**config.mk**
```make
export PLATFORM = sky130hd
export DESIGN_NAME = phase_gen_flat
export DESIGN_NICKNAME = d
export VERILOG_FILES = /design/src/rtl/phase_gen_if.sv /design/src/rtl/phase_gen.sv /design/src/flat_wrapper.sv
export SDC_FILE = /design/constraint.sdc
export NUM_CORES = 1
export LEC_CHECK = 0
export BUFFER_PORTS_ARGS = -buffer_cell sky130_fd_sc_hd__buf_2
export CAP_MARGIN = 20
export CORE_UTILIZATION = 40
export CTS_BUF_LIST = sky130_fd_sc_hd__clkbuf_8
export DETAILED_ROUTE_END_ITERATION = 8
export GPL_TIMING_DRIVEN = 0
export HOLD_SLACK_MARGIN = 0.12
export PLACE_DENSITY = 0.7
export SYNTH_ARGS = -nofsm -noshare
export SYNTH_HDL_FRONTEND = slang
export SYNTH_SLANG_ARGS = --single-unit
```
**constraint.sdc**
```tcl
create_clock -name clk -period 3.3 [get_ports clk]
set_clock_uncertainty 0.1 [all_clocks]
set_input_delay 0.33 -clock clk [delete_from_list [all_inputs] [get_ports clk]]
set_output_delay 0.33 -clock clk [all_outputs]
set_load 0.01 [all_outputs]
```
**src/rtl/phase_gen_if.sv**
```systemverilog
// rtl/phase_gen_if.sv - control/status bundle between the phase sequencer and its user
interface phase_gen_if;
    logic        run;
    logic [5:0]  op;
    logic [5:0]  irfunc;
    logic [4:0]  regimm;
    logic        md_done;
    logic [4:0]  p;
    logic        md_start;
    logic        instr_done;
    logic [31:0] retired;
    logic        illegal;
    logic        md_timeout;

    modport master (
        output run, op, irfunc, regimm, md_done,
        input  p, md_start, instr_done, retired, illegal, md_timeout
    );

    modport slave (
        input  run, op, irfunc, regimm, md_done,
        output p, md_start, instr_done, retired, illegal, md_timeout
    );
endinterface

```
**src/rtl/phase_gen.sv**
```systemverilog
// rtl/phase_gen.sv - multi-cycle one-hot phase sequencer with class-based phase skipping
module phase_gen #(
    parameter int IMEM_WAIT  = 0,
    parameter int MD_TIMEOUT = 64
) (
    input  logic       clk,
    input  logic       reset,
    phase_gen_if.slave bus
);
    localparam int IW = (IMEM_WAIT > 0) ? $clog2(IMEM_WAIT + 1) : 1;
    localparam int MW = $clog2(MD_TIMEOUT + 1);

    typedef enum logic [2:0] {S_P0, S_P1, S_P2, S_P3, S_P4, S_HALT} state_t;
    typedef enum logic [2:0] {C_ALU, C_JMP, C_MD, C_BR, C_LD, C_ST, C_ILL} cls_t;

    state_t        state, state_nx;
    cls_t          cls, cls_nx, cls_dec;
    logic [IW-1:0] imem_cnt, imem_cnt_nx;
    logic [MW-1:0] md_cnt, md_cnt_nx;
    logic          cap, cap_nx;
    logic          first, first_nx;
    logic [31:0]   retired, retired_nx;
    logic          illegal, illegal_nx;
    logic          timeout, timeout_nx;
    logic          md_start, instr_done;
    logic [4:0]    p_oh;
    logic          md_wait, done_seen, last;

    // The class is only consumed at the end of P1, so decode straight from the live IR fields
    always_comb begin
        cls_dec = C_ILL;
        case (bus.op)
            6'b000000: begin
                case (bus.irfunc)
                    6'b000000, 6'b000010, 6'b000011, 6'b000100, 6'b000110, 6'b000111,
                    6'b010000, 6'b010001, 6'b010010, 6'b010011,
                    6'b100000, 6'b100010, 6'b100011,
                    6'b100100, 6'b100101, 6'b100110, 6'b100111,
                    6'b101010, 6'b101011:                         cls_dec = C_ALU;
                    6'b001000, 6'b001001:                         cls_dec = C_JMP;
                    6'b011000, 6'b011001, 6'b011010, 6'b011011:   cls_dec = C_MD;
                    default:                                      cls_dec = C_ILL;
                endcase
            end
            6'b000001: if (bus.regimm == 5'b00000 || bus.regimm == 5'b00001) cls_dec = C_BR;
            6'b000010, 6'b000011:                                 cls_dec = C_JMP;
            6'b000100, 6'b000101, 6'b000110, 6'b000111:           cls_dec = C_BR;
            6'b001001, 6'b001010, 6'b001011, 6'b001100,
            6'b001101, 6'b001110, 6'b001111:                      cls_dec = C_ALU;
            6'b100000, 6'b100001, 6'b100011, 6'b100100, 6'b100101: cls_dec = C_LD;
            6'b101000, 6'b101001, 6'b101011:                      cls_dec = C_ST;
            default:                                              cls_dec = C_ILL;
        endcase
    end

    assign md_wait   = (state == S_P2) && (cls == C_MD);
    assign done_seen = (bus.md_done && bus.run) || cap;
    assign last      = ((state == S_P2) && (cls == C_BR)) ||
                       ((state == S_P3) && (cls == C_ST)) ||
                       (state == S_P4);

    // Next-state and pulse outputs; run=0 freezes everything except the md_done capture flag
    always_comb begin
        state_nx    = state;
        cls_nx      = cls;
        imem_cnt_nx = imem_cnt;
        md_cnt_nx   = md_cnt;
        cap_nx      = cap;
        first_nx    = first;
        retired_nx  = retired;
        illegal_nx  = illegal;
        timeout_nx  = timeout;
        md_start    = 1'b0;
        instr_done  = 1'b0;
        if (state == S_HALT) begin
            state_nx = S_HALT;
        end else if (!bus.run) begin
            if (md_wait && bus.md_done) cap_nx = 1'b1;
        end else begin
            md_start   = md_wait && first;
            instr_done = last;
            case (state)
                S_P0: begin
                    if (imem_cnt == IW'(IMEM_WAIT)) begin
                        state_nx    = S_P1;
                        imem_cnt_nx = '0;
                    end else begin
                        imem_cnt_nx = imem_cnt + 1'b1;
                    end
                end
                S_P1: begin
                    cls_nx = cls_dec;
                    if (cls_dec == C_ILL) begin
                        state_nx   = S_HALT;
                        illegal_nx = 1'b1;
                    end else begin
                        state_nx  = S_P2;
                        md_cnt_nx = '0;
                        cap_nx    = 1'b0;
                        first_nx  = 1'b1;
                    end
                end
                S_P2: begin
                    if (cls == C_MD) begin
                        first_nx = 1'b0;
                        if (done_seen) begin
                            state_nx = S_P4;
                            cap_nx   = 1'b0;
                        end else if (md_cnt == MW'(MD_TIMEOUT)) begin
                            state_nx   = S_HALT;
                            timeout_nx = 1'b1;
                            cap_nx     = 1'b0;
                        end else begin
                            md_cnt_nx = md_cnt + 1'b1;
                        end
                    end else begin
                        state_nx = (cls == C_LD || cls == C_ST) ? S_P3 : S_P4;
                    end
                end
                S_P3:    state_nx = S_P4;
                default: state_nx = state;
            endcase
            // The final phase of every class retires the instruction and refetches
            if (last) begin
                state_nx    = S_P0;
                imem_cnt_nx = '0;
                retired_nx  = retired + 32'd1;
            end
        end
    end

    // State register with synchronous active-low reset
    always_ff @(posedge clk) begin
        if (!reset) begin
            state    <= S_P0;
            cls      <= C_ALU;
            imem_cnt <= '0;
            md_cnt   <= '0;
            cap      <= 1'b0;
            first    <= 1'b0;
            retired  <= 32'd0;
            illegal  <= 1'b0;
            timeout  <= 1'b0;
        end else begin
            state    <= state_nx;
            cls      <= cls_nx;
            imem_cnt <= imem_cnt_nx;
            md_cnt   <= md_cnt_nx;
            cap      <= cap_nx;
            first    <= first_nx;
            retired  <= retired_nx;
            illegal  <= illegal_nx;
            timeout  <= timeout_nx;
        end
    end

    // One-hot phase vector; HALT is the only state that drives all zeros
    always_comb begin
        case (state)
            S_P0:    p_oh = 5'b00001;
            S_P1:    p_oh = 5'b00010;
            S_P2:    p_oh = 5'b00100;
            S_P3:    p_oh = 5'b01000;
            S_P4:    p_oh = 5'b10000;
            default: p_oh = 5'b00000;
        endcase
    end

    assign bus.p          = p_oh;
    assign bus.md_start   = md_start;
    assign bus.instr_done = instr_done;
    assign bus.retired    = retired;
    assign bus.illegal    = illegal;
    assign bus.md_timeout = timeout;
endmodule
```
**src/flat_wrapper.sv**
```systemverilog
// flat-port wrapper written by rule: the top's interface ports become plain ports
module phase_gen_flat 
#(
    parameter int IMEM_WAIT  = 0,
    parameter int MD_TIMEOUT = 64
)
  (clk, reset, bus_run, bus_op, bus_irfunc, bus_regimm, bus_md_done, bus_p, bus_md_start, bus_instr_done, bus_retired, bus_illegal, bus_md_timeout);
  phase_gen_if bus_i ();
  input  logic clk;
  input  logic reset;
  input wire logic [$bits(bus_i.run)-1:0] bus_run;
  input wire logic [$bits(bus_i.op)-1:0] bus_op;
  input wire logic [$bits(bus_i.irfunc)-1:0] bus_irfunc;
  input wire logic [$bits(bus_i.regimm)-1:0] bus_regimm;
  input wire logic [$bits(bus_i.md_done)-1:0] bus_md_done;
  output wire logic [$bits(bus_i.p)-1:0] bus_p;
  output wire logic [$bits(bus_i.md_start)-1:0] bus_md_start;
  output wire logic [$bits(bus_i.instr_done)-1:0] bus_instr_done;
  output wire logic [$bits(bus_i.retired)-1:0] bus_retired;
  output wire logic [$bits(bus_i.illegal)-1:0] bus_illegal;
  output wire logic [$bits(bus_i.md_timeout)-1:0] bus_md_timeout;
  assign bus_i.run = bus_run;
  assign bus_i.op = bus_op;
  assign bus_i.irfunc = bus_irfunc;
  assign bus_i.regimm = bus_regimm;
  assign bus_i.md_done = bus_md_done;
  assign bus_p = bus_i.p;
  assign bus_md_start = bus_i.md_start;
  assign bus_instr_done = bus_i.instr_done;
  assign bus_retired = bus_i.retired;
  assign bus_illegal = bus_i.illegal;
  assign bus_md_timeout = bus_i.md_timeout;
  phase_gen #(.IMEM_WAIT(IMEM_WAIT), .MD_TIMEOUT(MD_TIMEOUT)) u_core (.clk(clk), .reset(reset), .bus(bus_i));
endmodule
```
* Word-level counts from Yosys, hierarchy flattened
Memories as Yosys holds them, arrays and structs flattened.
Index checks and enable logic that the tools add are counted.
W data, S select, Z words.
** Operators by class
- Add/sub/neg operators :: 3
- Equality and inequality tests :: 46
- Mux-type cells :: 35
- Bitwise gates (word level) :: 3
- Reduce and logical (&&, ||, !) cells :: 36
** Operator list (number)
- $eq A6 B6 Y1 const B :: 8
- $eq A6 B4 Y1 const B :: 7
- $add A32 B1 Y32 const B :: 1
- $mux W3 :: 10
- $mux W7 :: 4
- $pmux W5 S5 :: 1
- $eq A6 B3 Y1 const B :: 4
- $pmux W3 S7 :: 1
- $eq A3 B3 Y1 const B :: 5
- $mux W1 :: 15
- $pmux W7 S2 :: 1
- $eq A3 B2 Y1 const B :: 4
- $eq A6 B2 Y1 const B :: 2
- $pmux W3 S4 :: 1
- $reduce_and A4 Y1 :: 3
- $reduce_and A6 Y1 :: 2
- $ne A3 B3 Y1 const B :: 3
- $reduce_and A3 Y1 :: 3
- $ne A2 B2 Y1 const B :: 4
- $reduce_bool A2 Y1 :: 4
- $add A7 B1 Y7 const B :: 1
- $eq A7 B7 Y1 const B :: 1
- $reduce_and A7 Y1 :: 1
- $reduce_or A7 Y1 :: 1
- 23 further kinds :: 36
** Storage, ports and cells
- Flip-flop bits (word level) :: 50
- Bits in read-only memories :: 192
- Input port bits :: 21
- Output and inout bits :: 41
- Memories :: 1
** Memories
- (name not given) :: depth 64, bits a word 3, rd ports 1, clocked after memory_dff 0, wr ports 0, RTL line phase_gen.sv:34 : case (bus.irfunc)

* Depth between registers and ports, before layout
Gate-level depths: netlist (run 1).
- Word-level depth :: 10
- Gate-level depth with buffers :: 9
- Depth with buffers taken out :: 8

* Worst setup path before layout (run 1)
OpenSTA, ideal clock, no wires.
- Kind :: register to register
- Start point :: reg u_core.retired[9] (netlist: u_core.bus.retired[9])
- End point :: reg u_core.retired[25] (netlist: u_core.bus.retired[25])
- Data arrival time :: 2.131 ns
- Data required time :: 3.072 ns
- Slack :: 0.942 ns
- Stages on the path, launching flop included :: 7
- Buffers on the path :: 0
- Clock period less this slack :: 2.358 ns
- Cell sequence :: dfxtp_1 nand4_2 or3_2 a2111oi_4 or3b_1 xnor2_1 nor2_1
** Between the ends
- Longest elaborated chain between the ends :: 1
** Ends and longest elaborated chain
- from (decl) :: RTL line phase_gen.sv:22 : logic [31:0] retired, retired_nx;
- from (signal assigned) :: RTL line phase_gen.sv:151 : retired <= retired_nx;
- $add A32 B1 Y32 :: RTL line phase_gen.sv:127 : retired_nx = retired + 32'd1;
No other way between the ends.
A chain may end at the register's enable or synchronous reset.

* Worst setup path after layout (run 1)
- Start point :: reg u_core.state[0]
- End point :: out bus_instr_done
** Between the ends
- Longest elaborated chain between the ends :: 6
- Elaborated cells between the ends (all ways) :: 10
- Those cells by class :: eq/ne: 4; mux: 2; reduce/logical: 4
** Ends and longest elaborated chain
- from (decl) :: RTL line phase_gen.sv:16 : state_t state, state_nx;
- from (signal assigned) :: RTL line phase_gen.sv:145 : state <= state_nx;
- $eq A3 B2 Y1, on equally long branches :: RTL line phase_gen.sv:58, phase_gen.sv:59
- $logic_and A1 B1 Y1, on equally long branches :: RTL line phase_gen.sv:58, phase_gen.sv:59
- $logic_or A1 B1 Y1 :: RTL line phase_gen.sv:58 : assign last = ((state == S_P2) && (cls == C_BR)) ||
- $logic_or A1 B1 Y1 :: RTL line phase_gen.sv:59 : ((state == S_P3) && (cls == C_ST)) ||
- $mux W1 :: RTL line phase_gen.sv:77 : end else if (!bus.run) begin
- $mux W1 (*) :: RTL line phase_gen.sv:75 : if (state == S_HALT) begin
- to (decl) :: RTL line flat_wrapper.sv:18 : output wire logic [$bits(bus_i.instr_done)-1:0] bus_instr_done;
Mark *: on every way between the ends. The rest lies on a longest branch, timed or not.

==> results.yml, run 1 <==
finish:
  most-common-layout-cells: "60 x buf_2, 49 x dfxtp_1, 44 x nor2_1"
  final_cells: 485
  insertedDiodeCount: 0
  fin_util_pct: 49.8
  finalNetCount: 431
  drive_gt1_share_pct: 18.9
  final_common_cell: "buf_2"
  syn_to_final_growth_pct: 18.1
  seqCellArea_um2: 981
  fillers: 691
  multi_input_area_um2: 1640
logic_synthesis:
  synth-edff-count: 0
  synth_warnings: 0
  ys_async_sr_fraction_pct: 0
  ys_types: 52
  syn_nets: 364
  ys_ff_latch: 49
  yosysSeqAreaShare_pct: 36.0
  ys.flop_type: "dfxtp_1"
  syn-cell-area_um2: 2730
  synthCells: 340
  syn_avg_cell_area_um2: 8.02
critical_path:
  end_kind: "output port"
  ff2ff_setup_slack_ps: 710
  reg2reg_to: "u_core.md_cnt[6]"
  path_max_fanout: 10
  worstPathArrival_ps: 2210
  reg2reg_depth: 6
  required_ps: 2870
  critPathKind: "reg2out"
  timing.rr.start: "u_core.cls[1]"
  critPathLaunchType: "flop"
detailed_routing:
  vias: 2710
  wl_per_cell_um: 13.6
  dr.pass1.iters: 6
  vias_per_cell: 5.59
  wirelength_um: 6580
  drc: 4
  ant_nets: 0
  drtIter0Drc: 106
cts:
  root_buffer: "clkbuf_8"
  clock_latency_ps: 310
  cts_buffer_depth: 2
  numCtsBuffers: 5
  cts_resized: 0
  postCtsSetupBuffers: 0
  cts_hold_buf: 0
  cts_tree: "built"
  clkTransAtPathRegs_ps: 80
  cts.sinks: 49
  cts_max_level: 2
pwr:
  combPwrFrac_pct: 10.4
  p_leak_uw: 0.00125
  seq_power_share_pct: 55.3
  cellPowerDensity_nw_per_um2: 336
  vdd_drop_max_mv: 0.243
  p_clk_share_pct: 34.3
  intPower_uw: 804
  swShare_pct: 25.6
  switchingPower_uw: 277
  power.total_uw: 1080
hold_path:
  min_path_type: "in2reg"
  hold_start: "bus_op[4]"
  hold_depth: 4
  hold_end: "u_core.cls[0]"
timing:
  final-max-slew-violation-count: 0
  hold_slack_ps: 316
  tightest_slew_ps: 844
  max_freq_mhz: 379
  fin_tns_setup_ps: 0
  setup_violations: 0
  finalCritPeriodShare_pct: 80.0
  hold_viol: 0
  rsz0062_at_grt: "no"
  relSlewSlack_pct: 43.6
  final.min_clock_period_ps: 2640
floorplanning:
  io_pins: 62
  core_um2: 6460
  std_cell_rows: 29
  die_w_um: 84.6
  die-height_um: 84.6
  initial_core_util_pct: 42.2
  die-area_um2: 7150
global_route:
  met3_usage_pct: 4.33
  top_usage_layer: "met2"
  grtUsageMet2_pct: 31.5
  antenna_found_initial: 0
  grtUsageTotal_pct: 19.0
  first_global_vias: 2437
  grt.met1_usage_pct: 24.4
  grt_max_degree: 16
  overflow: 0
  grt_first_pass_wirelength_um: 11100
placement:
  gp_congestion: 0.850
  place_hpwl_um: 4850
  dp_cells: 477
  io_buffers: 59
run:
  cap_violations: 0
outcome:
  violations: "design-rule violations"
  status: "finished, violations left"
Yosys cell counts (all sizes together), types with 4 or more instances:
library cell / count / area (um2)
dfxtp: 49 / 981
nor2: 44 / 165
nand2: 28 / 105
o21ai: 24 / 120
a21oi: 19 / 95.1
inv: 16 / 60.1
nand3: 15 / 75.1
xor2: 15 / 131
or3: 10 / 63.8
a31oi: 9 / 56.3
clkbuf: 8 / 30.0
nand4: 8 / 56.3
xnor2: 8 / 70.1
nor2b: 7 / 43.8
nor3: 7 / 35.0
nor4: 7 / 43.8
a41oi: 5 / 43.8
a311oi: 4 / 35.0
and3: 4 / 26.3
nand2b: 4 / 25.0
nor3b: 4 / 30.0
cell type report:
class	count	area share (%)
multi-input cells	266	51.1
inverters	16	1.87
clock inverters	2	0.428
well taps	77	2.99
flip-flops and latches	49	30.5
plain buffers	9	1.28
repair buffers	60	9.33
clock buffers	6	2.57
power groups by stage:
stage	registers [uW]	clock network, uW	logic, uW
2_1_floorplan	611	0	67.3
3_3_place_gp	612	0	109
5_1_grt	599	407	124
6_report	598	371	112
3_5_place_dp	612	0	111
4_1_cts	598	382	111
how the worst max path moves through the flow:
| stage | startpoint | endpoint | slack, ps | depth (start not counted) |
|---|---|---|---|---|
| 2_1_floorplan | u_core.bus.retired[9] | u_core.bus.retired[25] | 940 | 6 |
| 3_3_place_gp | bus_op[1] | u_core.md_cnt[4] | 720 | 7 |
| 3_5_place_dp | bus_op[1] | u_core.md_cnt[2] | 650 | 7 |
| 4_1_cts | u_core.state[0] | bus_instr_done | 650 | 7 |
| 5_1_grt | u_core.state[0] | bus_instr_done | 430 | 7 |
| 6_report | u_core.state[0] | bus_instr_done | 660 | 7 |
cell families (layout without fill, tap and decap cells):
kind of cell | Yosys count | after routing | share of synthesized area (%)
XOR/XNOR | 23 | 23 | 7.39
AND/OR/NAND/NOR | 151 | 151 | 28.5
flip-flops | 49 | 49 | 36.0
adder cells (fa/ha/maj) | 3 | 3 | 1.38
multiplexers | 3 | 3 | 1.10
AO/OA/AOI/OAI | 86 | 86 | 22.0
buffers and inverters | 25 | 93 | 3.72
worst max-delay path: stages, from the launching register on:
cell and delay, ps:
dfxtp_1 370, clkbuf_1 320, nor2_1 120, nand2_1 200
inv_1 130, o21ai_0 390, inv_1 200, buf_2 180
stage by stage:
stage	cell area [um2]	worst slack [ps]
floorplan	2730	942
global placement	3120	723
detailed placement	3120	653
CTS	3220	647
global route	3220	432
finish	3220	659
sequential cells by signal, indices dropped and copies added (netlist names):
register / cells
u_core.cap: 1
u_core.bus.illegal: 1
u_core.bus.retired: 32
u_core.md_cnt: 7
u_core.first: 1
u_core.bus.md_timeout: 1
u_core.state: 3
u_core.cls: 3
layer usage:
layer,vias to the layer above,wire [um]
li1,1375,-
met1,1270,3080
met2,52,3130
met3,13,263
met4,0,101
met5,-,0
No activity file was read; power rests on OpenSTA's default activity.
==> run 2, diff against run 1 <==
--- a/config.mk
+++ b/config.mk
@@ -12,7 +12,7 @@
 export DETAILED_ROUTE_END_ITERATION = 8
 export GPL_TIMING_DRIVEN = 0
 export HOLD_SLACK_MARGIN = 0.12
-export PLACE_DENSITY = 0.7
+export PLACE_DENSITY = 0.72
 export SYNTH_ARGS = -nofsm -noshare
 export SYNTH_HDL_FRONTEND = slang
 export SYNTH_SLANG_ARGS = --single-unit
==> constraint.sdc (replaced) <==
create_clock -name clk -period 2.2 [get_ports clk]
set_clock_uncertainty 0.1 [all_clocks]
set_input_delay 0.22 -clock clk [delete_from_list [all_inputs] [get_ports clk]]
set_output_delay 0.22 -clock clk [all_outputs]
set_load 0.01 [all_outputs]
==> run 2 against run 1 <==
Against the previous run:
- the run ends with design-rule violations, negative setup slack left
- sequential share of layout area is 2.4 points lower
- critical path depth down 1
- count of clock-buffer cells in the layout fell by 1
- non-clock buffer count grew 16
- power increased by 64%
- wire length up 7.6%
- critical endpoint is now u_core.bus.retired[25]
- largest power group unchanged
==> results.yml, run 2 (synthesized netlist as in run 1, its figures left out) <==
outcome:
  status: "finished, violations left"
  violations: "design-rule violations, negative setup slack"
cts:
  numCtsBuffers: 5
  cts.sinks: 49
  cts_tree: "built"
  root_buffer: "clkbuf_8"
  cts_hold_buf: 0
  clock_latency_ps: 310
  clkTransAtPathRegs_ps: 100
  cts_max_level: 2
  cts_buffer_depth: 2
pwr:
  vdd_drop_max_mv: 0.334
  p_leak_uw: 0.00138
  switchingPower_uw: 455
  seq_power_share_pct: 50.6
  power.total_uw: 1770
  intPower_uw: 1320
  cellPowerDensity_nw_per_um2: 501
  p_clk_share_pct: 38.0
  combPwrFrac_pct: 11.3
  swShare_pct: 25.7
critical_path:
  critPathKind: "reg2reg"
  path_max_fanout: 3
  critPathLaunchType: "flop"
  required_ps: 2300
  worstPathArrival_ps: 2390
  end_kind: "flop"
floorplanning:
  std_cell_rows: 29
  core_um2: 6460
  die-height_um: 84.6
  io_pins: 62
  die_w_um: 84.6
  die-area_um2: 7150
  initial_core_util_pct: 42.2
finish:
  insertedDiodeCount: 0
  finalNetCount: 448
  top_register: "u_core.bus.retired"
  fin_util_pct: 54.8
  drive_gt1_share_pct: 30.4
  final_cells: 502
  reg_top3: "u_core.bus.retired (32), u_core.md_cnt (7)"
  most-common-layout-cells: "59 x buf_2, 43 x nor2_1, 39 x dfxtp_1"
  final_common_cell: "buf_2"
  syn_to_final_growth_pct: 29.8
  largest_reg_flops: 32
detailed_routing:
  ant_nets: 0
  drtIter0Drc: 185
  dr.pass1.iters: 6
  vias: 2802
  vias_per_cell: 5.58
  drc: 2
  wl_per_cell_um: 14.1
  wirelength_um: 7080
timing:
  fin_tns_setup_ps: -231
  tightest_slew_ps: 654
  relSlewSlack_pct: 56.1
  final-max-slew-violation-count: 0
  setup_violations: 8
  hold_slack_ps: 214
  fin_ws_ps: -94.5
  max_freq_mhz: 436
  rsz0062_at_grt: "yes"
  hold_viol: 0
  finalCritPeriodShare_pct: 104
  final.min_clock_period_ps: 2290
placement:
  gp_congestion: 0.933
  dp_cells: 477
  io_buffers: 59
  place_hpwl_um: 4800
global_route:
  overflow: 0
  first_global_vias: 2394
  grt_first_pass_wirelength_um: 11100
  antenna_found_initial: 0
  grt_max_degree: 18
  grtUsageTotal_pct: 18.6
run:
  cap_violations: 0
hold_path:
  min_path_type: "in2reg"
## run 2: cell count changes in the layout (fill, tap and decap cells not counted), sizes merged
cell,before,now
o2111ai,3,4
clkinv,2,1
bufinv,0,1
buf,61,77
clkbuf,14,13
inv,16,17
## run 2: metal layers
metal	part of all wire, %	vias up	routed length [um]	global-route usage (%)
met3	3.7	12	265	3.15
met1	46	1323	3250	25.0
met4	1.4	0	102	4.47
met2	49	47	3470	31.1
met5	0	-	0	0
li1	-	1420	-	-
## run 2: area by class of cell
type | count | area (um2)
well taps | 77 | 96.3
flip-flops and latches | 49 | 993
clock inverters | 3 | 50.0
repair buffers | 76 | 427
multi-input cells | 267 | 1800
inverters | 16 | 62.6
fillers | 631 | 2920
plain buffers | 9 | 43.8
clock buffers | 5 | 68.8
## run 2: worst max-delay path, stage by stage, from the launching register on
cell	delay [ps]
dfxtp_2	330
or3b_4	420
a211o_4	380
a2111oi_4	360
or3b_1	400
xnor2_1	150
nor2_1	50
## run 2: path summary, 6_finish.rpt
kind / start / endpoint / slack [ps] / cells past startpoint
hold / removal: bus_op[4] / u_core.cls[0] / 210 / 4
hold reg to reg: u_core.bus.illegal / u_core.bus.illegal / 380 / 2
setup / recovery: u_core.cls[2] / u_core.bus.retired[25] / -90 / 6
setup reg to reg: u_core.cls[2] / u_core.bus.retired[25] / -90 / 6
## run 2: per-stage QoR
stage | area (um2) | setup WS, ps
detailed placement | 3130 | -427
CTS | 3390 | -98.8
global route | 3540 | -144
finish | 3540 | -94.5
global placement | 3120 | -359
floorplan | 2730 | -76.4
## run 2: timing repair
action                     4_1_cts  5_1_grt
gates resized for setup         24       20
pin swaps                        6        7
buffers inserted                 7        9
cloned                           0        1
setup endpoints to repair       39       32
## run 2: power groups by stage
| stage | Sequential (uW) | Combinational (uW) | Clock (uW) |
|---|---|---|---|
| floorplan | 917 | 101 | 0 |
| finish | 897 | 201 | 674 |
| global placement | 918 | 164 | 0 |
| detailed placement | 918 | 167 | 0 |
| global route | 898 | 221 | 727 |
| CTS | 897 | 179 | 688 |
==> run 3, diff against run 2 <==
==> constraint.sdc (replaced) <==
create_clock -name clk -period 2.2 [get_ports clk]
set_clock_uncertainty 0.1 [all_clocks]
set_input_delay 0.11 -clock clk [delete_from_list [all_inputs] [get_ports clk]]
set_output_delay 0.11 -clock clk [all_outputs]
set_load 0.01 [all_outputs]
==> run 3 against run 2 <==
Against the previous run:
- the flow still finishes with violations (design-rule violations, negative setup slack)
- critical path depth did not move
- power fell by 0.22%
- largest cell class unchanged
- critical endpoint unchanged
- core utilization fell by 0.58 points
- non-clock buffer count fell by 1
==> results.yml, run 3 (synthesized netlist as in run 1, its figures left out) <==
detailed_routing:
  wirelength_um: 6970
  vias_per_cell: 5.54
  drtIter0Drc: 189
  drc: 2
  dr.pass1.iters: 6
  vias: 2771
  wl_per_cell_um: 13.9
  ant_nets: 0
cts:
  clock_latency_ps: 310
  cts_max_level: 2
  clkTransAtPathRegs_ps: 100
  numCtsBuffers: 5
  cts_buffer_depth: 2
  cts_tree: "built"
  root_buffer: "clkbuf_8"
  cts.sinks: 49
critical_path:
  end_kind: "flop"
  cpMaxStageDelayCell: "or3b_4"
  critPathKind: "reg2reg"
  required_ps: 2300
  cpLargestDelayFamily: "simple AND/OR/NAND/NOR gates"
  critPathBufInv: 0
  path_max_fanout: 3
  worstPathArrival_ps: 2380
  path_cells: "or3b_4 > a211o_4 > a2111oi_4 > or3b_1 > xnor2_1 > nor2_1"
  critPathMaxStageDelay_ps: 410
  critPathLaunchType: "flop"
pwr:
  power.total_uw: 1770
  switchingPower_uw: 453
  p_leak_uw: 0.00138
  cellPowerDensity_nw_per_um2: 505
  seq_power_share_pct: 50.8
  swShare_pct: 25.6
  combPwrFrac_pct: 11.1
  p_clk_share_pct: 38.2
  vdd_drop_max_mv: 0.338
  intPower_uw: 1320
placement:
  place_hpwl_um: 4800
  io_buffers: 59
  placed_cell_area_um2: 3130
  gp_congestion: 0.933
finish:
  final_common_cell: "buf_2"
  fin_util_pct: 54.2
  syn_to_final_growth_pct: 28.4
  final_area_um2: 3500
  seqCellArea_um2: 990
  reg_top3: "u_core.bus.retired (32), u_core.md_cnt (7)"
  top_register: "u_core.bus.retired"
  multi_input_area_um2: 1760
  most-common-layout-cells: "59 x buf_2, 44 x nor2_1, 42 x dfxtp_1"
  drive_gt1_share_pct: 27.9
  finalNetCount: 446
  insertedDiodeCount: 0
  largest_reg_flops: 32
  fillers: 630
global_route:
  antenna_found_initial: 0
  overflow: 0
  grt_first_pass_wirelength_um: 11200
  grtUsageTotal_pct: 18.8
  grt_max_degree: 18
  first_global_vias: 2423
floorplanning:
  die_w_um: 84.6
  io_pins: 62
  die-area_um2: 7150
  core_um2: 6460
  initial_core_util_pct: 42.2
  die-height_um: 84.6
  std_cell_rows: 29
timing:
  final-max-slew-violation-count: 0
  finalCritPeriodShare_pct: 104
  fin_ws_ps: -88.8
  max_freq_mhz: 437
  final.min_clock_period_ps: 2290
  setup_violations: 5
  tightest_slew_ps: 651
  hold_slack_ps: 126
  hold_viol: 0
  relSlewSlack_pct: 56.3
  rsz0062_at_grt: "yes"
outcome:
  status: "finished, violations left"
  violations: "design-rule violations, negative setup slack"
hold_path:
  min_path_type: "in2reg"
run:
  cap_violations: 0
## run 3: changes by cell type in the layout (fill, tap and decap cells not counted), moves of 3 or more
cell / change
dfxtp_2: -3
dfxtp_1: +3
buf_4: -4
dlygate4sd3_1: +3
## run 3: worst paths after layout
path / start / slack (ps) / cells past startpoint / end
worst max-delay path: u_core.cls[2] / -90 / 6 / u_core.bus.retired[25]
worst min register to register: u_core.bus.illegal / 380 / 2 / u_core.bus.illegal
worst min-delay path: bus_md_done / 130 / 5 / u_core.cap
worst max register to register: u_core.cls[2] / -90 / 6 / u_core.bus.retired[25]
## run 3: per-layer routing
layer	part of all wire, %	wire length (um)	track usage (%)
met5	0	0	0
met1	46	3200	25.0
met3	4.2	296	3.34
met2	49	3430	31.6
met4	0.73	51	4.78
## run 3: tightest hold or removal path, stage by stage
cell,delay [ps]
buf_2,120
a21oi_1,70
nand2_1,60
nand2_1,50
a21oi_1,100
## run 3: what timing repair did
item / in CTS / in global routing
hold buffers: 3 / 0
resized for setup: 16 / 21
gates cloned: 0 / 0
buffers inserted: 8 / 4
endpoints found under the hold margin: 5 / 0
setup endpoints to repair: 39 / 38
pin swaps: 5 / 4
## run 3: stage by stage
step	cells	setup WS (ps)	TNS, ps
finish	500	-88.8	-161
CTS	496	-81.2	-160
global route	500	-140	-1300
floorplan	340	-76.4	-76.4
detailed placement	477	-427	-5190
global placement	476	-359	-5660
## run 3: layout make-up
class	instances	share of cell area, %
tap	77	2.75
clock inverter	3	1.43
timing repair buffer	75	12.2
inverter	16	1.79
buffer	9	1.25
sequential	49	28.3
clock buffer	5	1.97
multi-input combinational	266	50.4
## run 3: power groups by stage
| stage | Sequential, uW | Clock (uW) | Combinational, uW |
|---|---|---|---|
| after detailed placement | 918 | 0 | 167 |
| after global routing | 898 | 727 | 216 |
| after floorplan | 917 | 0 | 101 |
| after global placement | 918 | 0 | 164 |
| after CTS | 897 | 688 | 179 |
| final | 898 | 675 | 196 |
